`src/rtl/idma_req_arbiter.sv`:
```
// Round-robin arbiter sharing one iDMA backend between NumReq frontends.
// An in-order route FIFO steers backend responses to the requester of each transfer.

module idma_req_arbiter_chk #(
  parameter int unsigned NumReq = 3,
  parameter int unsigned IdxW   = 2
) (
  input logic              clk_i,
  input logic              rst_ni,
  input logic              lock_i,
  input logic [IdxW-1:0]   locked_idx_i,
  input logic [NumReq-1:0] req_valid_i,
  input logic              rsp_valid_i,
  input logic              fifo_empty_i
);

  a_hold_locked_req: assert property (@(posedge clk_i) disable iff (!rst_ni)
    lock_i |-> req_valid_i[locked_idx_i])
    else $error("idma_req_arbiter: locked frontend dropped its request");

  a_rsp_needs_route: assert property (@(posedge clk_i) disable iff (!rst_ni)
    rsp_valid_i |-> !fifo_empty_i)
    else $error("idma_req_arbiter: backend response with nothing outstanding");

endmodule

module idma_req_arbiter #(
  parameter int unsigned NumReq         = 3,
  parameter int unsigned ReqWidth       = 128,
  parameter int unsigned RspWidth       = 32,
  parameter int unsigned MaxOutstanding = 8,
  parameter int unsigned IdxW           = (NumReq > 1) ? $clog2(NumReq) : 1,
  parameter int unsigned CntW           = $clog2(MaxOutstanding + 1)
) (
  input  logic                       clk_i,
  input  logic                       rst_ni,
  input  logic [NumReq-1:0]          req_valid_i,
  output logic [NumReq-1:0]          req_ready_o,
  input  logic [NumReq*ReqWidth-1:0] req_i,
  output logic                       req_valid_o,
  input  logic                       req_ready_i,
  output logic [ReqWidth-1:0]        req_o,
  input  logic                       rsp_valid_i,
  output logic                       rsp_ready_o,
  input  logic [RspWidth-1:0]        rsp_i,
  output logic [NumReq-1:0]          rsp_valid_o,
  input  logic [NumReq-1:0]          rsp_ready_i,
  output logic [RspWidth-1:0]        rsp_o,
  output logic [CntW-1:0]            outstanding_o,
  output logic                       busy_o
);

  localparam int unsigned PtrW = (MaxOutstanding > 1) ? $clog2(MaxOutstanding) : 1;

  function automatic logic [IdxW-1:0] next_idx(input logic [IdxW-1:0] idx);
    if (idx == IdxW'(NumReq - 1)) begin
      return IdxW'(0);
    end else begin
      return idx + IdxW'(1);
    end
  endfunction

  function automatic logic [PtrW-1:0] next_ptr(input logic [PtrW-1:0] ptr);
    if (ptr == PtrW'(MaxOutstanding - 1)) begin
      return PtrW'(0);
    end else begin
      return ptr + PtrW'(1);
    end
  endfunction

  logic              en_q;
  logic              lock_q, lock_d;
  logic [IdxW-1:0]   locked_idx_q, locked_idx_d;
  logic [IdxW-1:0]   rr_ptr_q, rr_ptr_d;
  logic [IdxW-1:0]   route_q [MaxOutstanding];
  logic [IdxW-1:0]   route_d [MaxOutstanding];
  logic [PtrW-1:0]   wr_ptr_q, wr_ptr_d;
  logic [PtrW-1:0]   rd_ptr_q, rd_ptr_d;
  logic [CntW-1:0]   cnt_q, cnt_d;

  logic [IdxW-1:0]   cand_s;
  logic [IdxW-1:0]   rr_grant_s;
  logic [IdxW-1:0]   grant_s;
  logic [IdxW-1:0]   head_s;
  logic              fifo_full_s;
  logic              fifo_empty_s;
  logic              req_valid_s;
  logic              rsp_ready_s;
  logic              push_s;
  logic              pop_s;

  // Round-robin search; walking backwards lets the closest requester to rr_ptr win last.
  always_comb begin
    cand_s     = IdxW'(0);
    rr_grant_s = rr_ptr_q;
    for (int i = int'(NumReq) - 1; i >= 0; i--) begin
      cand_s     = IdxW'((32'(rr_ptr_q) + 32'(i)) % NumReq);
      rr_grant_s = req_valid_i[cand_s] ? cand_s : rr_grant_s;
    end
  end

  // Grant selection, FIFO status and handshake qualification.
  always_comb begin
    grant_s      = lock_q ? locked_idx_q : rr_grant_s;
    fifo_full_s  = (cnt_q == CntW'(MaxOutstanding));
    fifo_empty_s = (cnt_q == CntW'(0));
    // A pop in the same cycle never reopens a full FIFO: keeps rsp_* off the req_* path.
    req_valid_s  = en_q & ((|req_valid_i) | lock_q) & ~fifo_full_s;
    push_s       = req_valid_s & req_ready_i;
    head_s       = route_q[rd_ptr_q];
    rsp_ready_s  = en_q & rsp_ready_i[head_s] & ~fifo_empty_s;
    pop_s        = rsp_valid_i & rsp_ready_s;
  end

  // Output steering towards backend and frontends.
  always_comb begin
    req_valid_o          = req_valid_s;
    req_o                = req_i[32'(grant_s)*ReqWidth +: ReqWidth];
    req_ready_o          = {NumReq{1'b0}};
    req_ready_o[grant_s] = push_s;
    rsp_ready_o          = rsp_ready_s;
    rsp_valid_o          = {NumReq{1'b0}};
    rsp_valid_o[head_s]  = en_q & rsp_valid_i & ~fifo_empty_s;
    rsp_o                = rsp_i;
    outstanding_o        = cnt_q;
    busy_o               = req_valid_s | ~fifo_empty_s;
  end

  // Lock and round-robin pointer next state.
  always_comb begin
    lock_d       = lock_q;
    locked_idx_d = locked_idx_q;
    rr_ptr_d     = rr_ptr_q;
    if (push_s) begin
      lock_d   = 1'b0;
      rr_ptr_d = next_idx(grant_s);
    end else if (req_valid_s) begin
      lock_d       = 1'b1;
      locked_idx_d = grant_s;
    end else begin
      lock_d = lock_q;
    end
  end

  // Route FIFO next state.
  always_comb begin
    route_d  = route_q;
    wr_ptr_d = wr_ptr_q;
    rd_ptr_d = rd_ptr_q;
    if (push_s) begin
      route_d[wr_ptr_q] = grant_s;
      wr_ptr_d          = next_ptr(wr_ptr_q);
    end else begin
      wr_ptr_d = wr_ptr_q;
    end
    if (pop_s) begin
      rd_ptr_d = next_ptr(rd_ptr_q);
    end else begin
      rd_ptr_d = rd_ptr_q;
    end
    case ({push_s, pop_s})
      2'b10:   cnt_d = cnt_q + CntW'(1);
      2'b01:   cnt_d = cnt_q - CntW'(1);
      default: cnt_d = cnt_q;
    endcase
  end

  // State registers; en_q keeps every handshake output low during and just after reset.
  always_ff @(posedge clk_i or negedge rst_ni) begin
    if (!rst_ni) begin
      en_q         <= 1'b0;
      lock_q       <= 1'b0;
      locked_idx_q <= IdxW'(0);
      rr_ptr_q     <= IdxW'(0);
      route_q      <= '{default: IdxW'(0)};
      wr_ptr_q     <= PtrW'(0);
      rd_ptr_q     <= PtrW'(0);
      cnt_q        <= CntW'(0);
    end else begin
      en_q         <= 1'b1;
      lock_q       <= lock_d;
      locked_idx_q <= locked_idx_d;
      rr_ptr_q     <= rr_ptr_d;
      route_q      <= route_d;
      wr_ptr_q     <= wr_ptr_d;
      rd_ptr_q     <= rd_ptr_d;
      cnt_q        <= cnt_d;
    end
  end

  idma_req_arbiter_chk #(
    .NumReq (NumReq),
    .IdxW   (IdxW)
  ) i_chk (
    .clk_i        (clk_i),
    .rst_ni       (rst_ni),
    .lock_i       (lock_q),
    .locked_idx_i (locked_idx_q),
    .req_valid_i  (req_valid_i),
    .rsp_valid_i  (rsp_valid_i),
    .fifo_empty_i (fifo_empty_s)
  );

endmodule

```
`config.mk`:
```
export PLATFORM = sky130hd
export DESIGN_NAME = idma_req_arbiter
export DESIGN_NICKNAME = d
export VERILOG_FILES = /design/src/rtl/idma_req_arbiter.sv
export SDC_FILE = /design/constraint.sdc
export NUM_CORES = 1
export LEC_CHECK = 0
export CAP_MARGIN = 25
export CORE_AREA = 4 4 230 232
export CTS_BUF_LIST = sky130_fd_sc_hd__clkbuf_8
export DETAILED_ROUTE_END_ITERATION = 6
export DIE_AREA = 0 0 234 236
export PLACE_DENSITY = 0.4
export RECOVER_POWER = 100
export SKIP_CTS_REPAIR_TIMING = 1
export SLEW_MARGIN = 20
export SYNTH_ARGS = -nofsm -noshare
export SYNTH_HDL_FRONTEND = slang
export SYNTH_SLANG_ARGS = --single-unit
```
`constraint.sdc`:
```
create_clock -name clk_i -period 3.7 [get_ports clk_i]
set_clock_uncertainty 0.1 [all_clocks]
set_input_delay 0.74 -clock clk_i [delete_from_list [all_inputs] [get_ports clk_i]]
set_output_delay 0.74 -clock clk_i [all_outputs]
set_load 0.005 [all_outputs]
```
==> results.py, run 1 <==
metrics = {
    "status": {
        "status": "finished, violations left",
        "violations": "max-capacitance violations, max-slew violations, negative setup slack",
    },
    "placed_design": {
        "place.gp.congestion": 0.910,
        "pre_cts_ws_ns": -0.806,
        "io_buffers": 534,
        "dpl-instance-area_sq_mm": 0.0131,
        "hpwl_microns": 33300,
    },
    "cells_and_area": {
        "fin_nets": 1788,
        "fin_area_sq_mm": 0.0133,
        "utilization_pct": 26.1,
        "final_common_cell": "clkdlybuf4s50_1",
        "drive_gt1_share_pct": 29.4,
        "layout_common_cells": "396 x clkdlybuf4s50_1, 138 x inv_1, 132 x nand3_1",
        "areaGrowthSynthToFinish_pct": 95.1,
    },
    "global_routing": {
        "antenna_found_initial": 5,
        "grt-ovfl-total": 0,
        "grt.total_usage_pct": 14.1,
        "grt_pass1_wl_microns": 60500,
        "grt_pass1_vias": 9432,
        "grt_max_degree": 106,
    },
    "detailed_routing": {
        "postRouteAntennaNets": 0,
        "wire_per_inst_microns": 22.2,
        "firstDrtPassIters": 5,
        "num_vias": 9258,
        "drc": 0,
        "drtIter0Drc": 408,
        "totalWireLength_microns": 45100,
        "viasPerCell": 4.55,
    },
    "critical_path": {
        "critPathTopFamily": "compound AO/OA/AOI/OAI gates",
        "rr_startpoint": "rd_ptr_q[1]",
        "path_buf_inv": 5,
        "slowest_delay_ns": 0.50,
        "crit_type": "reg -> out",
        "cp-end-kind": "output port",
        "crit_required_ns": 2.86,
        "worstSetupStartpoint": "rr_ptr_q[1]",
        "cp_cell_sequence": "inv_1 > ha_2 > and4b_1 > a211o_1 > a2111o_2 > a211o_4 > buf_12 > buf_12 > buf_6 > o221ai_4 > buf_6",
        "arrival_ns": 3.10,
        "setup.worst_path.start_class": "register",
        "cp_slowest_cell": "a2111o_2",
        "cp_max_fo": 6,
    },
    "power": {
        "leakage_nw": 5.55,
        "powerDensity_mw_per_mm2": 682,
        "peakVddDrop_uv": 314,
    },
    "yosys": {
        "synth_warnings": 0,
        "synth_top_cell_by_area": "o221ai_2",
        "synth_seq_cells": 32,
        "synth_top_area_share_pct": 24.2,
        "netlist_area_sq_mm": 0.00683,
        "synth_flop_cell": "dfrtp_1",
        "synth_edf_count": 0,
        "syn_nets": 1290,
        "syn_avg_cell_area_sq_um": 8.00,
        "yosysUniqueCellTypes": 50,
        "synthArstFlopShare_pct": 100,
        "seq_area_frac_synth_pct": 11.7,
        "synthCells": 854,
        "yosys-top-cells-area": "o221ai_2 24%, o2111ai_1 16%, dfrtp_1 12%, nand3_1 9.7%, inv_1 7.5%",
    },
    "min_path": {
        "hp-start": "route_q[6]",
        "hold_class": "reg -> reg",
    },
    "cts": {
        "cts_made_buffers": 5,
        "clock_latency_ns": 0.28,
        "ctsHtreeMaxLevel": 2,
        "cts_max_path_buffers": 2,
        "cts_num_sinks": 32,
        "cts-root-buf": "clkbuf_8",
        "clk_pin_slew_ns": 0.07,
        "cts_tree": "built",
    },
    "sta": {
        "fin_ws_ns": -0.236,
        "fmax_mhz": 254,
        "setup_viol": 130,
        "period_share_pct": 106,
        "tightest_slew_ns": 1.73,
        "fin_tns_setup_ns": -19.10,
        "rsz0062_at_grt": "yes",
        "maxSlewViolCount": 33,
        "max_slew_margin_pct": -15.4,
        "period_needed_ns": 3.94,
        "hold_viol": 0,
        "holdWs_ns": 0.396,
    },
    "floorplanning": {
        "core_sq_mm": 0.0510,
        "die_x_microns": 234,
        "fp.dieArea_sq_mm": 0.0552,
        "io_pins": 599,
        "start_util_pct": 13.4,
        "die-height_microns": 236,
        "rows": 83,
    },
    "run": {
        "max-cap-violations": 1,
    },
}
registers in the layout (all words and copies together) (netlist names):
name,flops
en_q,1
outstanding_o,4
locked_idx_q,2
rd_ptr_q,3
lock_q,1
rr_ptr_q,2
route_q,16
wr_ptr_q,3
metrics by stage:
| stage | power, W | std cells |
|---|---|---|
| after global placement | 0.00922 | 1992 |
| after floorplan | 0.00468 | 854 |
| after global routing | 0.00987 | 2033 |
| after CTS | 0.00948 | 1999 |
| after detailed placement | 0.00917 | 1992 |
| final | 0.00909 | 2035 |
metal layers:
| metal | track usage [%] | up-vias | routed length [microns] | part of all wire, % |
|---|---|---|---|---|
| li1 | - | 4341 | - | - |
| met3 | 4.41 | 46 | 4270 | 9.4 |
| met5 | 0 | - | 13 | 0.029 |
| met2 | 24.7 | 461 | 22100 | 49 |
| met4 | 3.15 | 2 | 1040 | 2.3 |
| met1 | 16.8 | 4408 | 17700 | 39 |
power breakdown:
group / switching [W] / total (W) / internal (W) / leakage [nW]
registers: 0.000157 / 0.000650 / 0.000494 / 0.399
clock network: 0.000127 / 0.000252 / 0.000125 / 0.0452
logic: 0.00425 / 0.00819 / 0.00393 / 5.10
worst paths after layout:
kind / slack (ns) / end / cells past startpoint
max in group asynchronous: 1.15 / outstanding_o[3] / 2
worst max-delay path: -0.24 / req_o[94] / 11
min in group asynchronous: 1.34 / rd_ptr_q[2] / 2
worst min-delay path: 0.40 / route_q[6] / 1
worst max register to register: 0.36 / outstanding_o[3] / 12
worst min register to register: 0.40 / route_q[6] / 1
logic make-up after synthesis:
group | synth area share, %
and+or+nand+nor | 14.6
DFF | 11.7
adders and majority gates | 1.94
other | 0.0549
xor gates and xnor gates | 0.513
muxes | 5.72
AOI/OAI and AO/OA | 46.1
buffers and inverters | 19.3
synthesized netlist by cell type, types with 12 or more instances:
library cell / n
buf_1: 13
buf_4: 33
buf_6: 12
clkbuf_1: 92
dfrtp_1: 32
inv_1: 137
mux2_2: 17
mux2i_1: 12
nand2_1: 19
nand3_1: 133
nor2_1: 13
o2111ai_1: 128
o221ai_1: 20
o221ai_2: 110
final cells by class:
| class | instances | area (sq um) |
|---|---|---|
| clock inverters | 2 | 8.76 |
| well taps | 680 | 851 |
| repair buffers | 645 | 6100 |
| clock buffers | 5 | 68.8 |
| flip-flops and latches | 32 | 801 |
| multi-input cells | 530 | 4960 |
| diodes | 3 | 7.51 |
| inverters | 138 | 518 |
| fillers | 5548 | 37700 |
(Power assumes the default switching activity.)
==> inputs of run 2 (changes only) <==
--- a/config.mk
+++ b/config.mk
@@ -8,6 +8,7 @@
 export CAP_MARGIN = 25
 export CORE_AREA = 4 4 230 232
 export CTS_BUF_LIST = sky130_fd_sc_hd__clkbuf_8
+export CTS_CLUSTER_SIZE = 40
 export DETAILED_ROUTE_END_ITERATION = 6
 export DIE_AREA = 0 0 234 236
 export PLACE_DENSITY = 0.4
==> results of run 2 <==
No change in the layout: final DEF, timing and power equal those of run 1.
==> inputs of run 3 (changes only) <==
--- a/config.mk
+++ b/config.mk
@@ -11,6 +11,7 @@
 export CTS_CLUSTER_SIZE = 40
 export DETAILED_ROUTE_END_ITERATION = 6
 export DIE_AREA = 0 0 234 236
+export HOLD_SLACK_MARGIN = 0.1
 export PLACE_DENSITY = 0.4
 export RECOVER_POWER = 100
 export SKIP_CTS_REPAIR_TIMING = 1
==> results of run 3 <==
No change in the layout: final DEF, timing and power equal those of run 1.
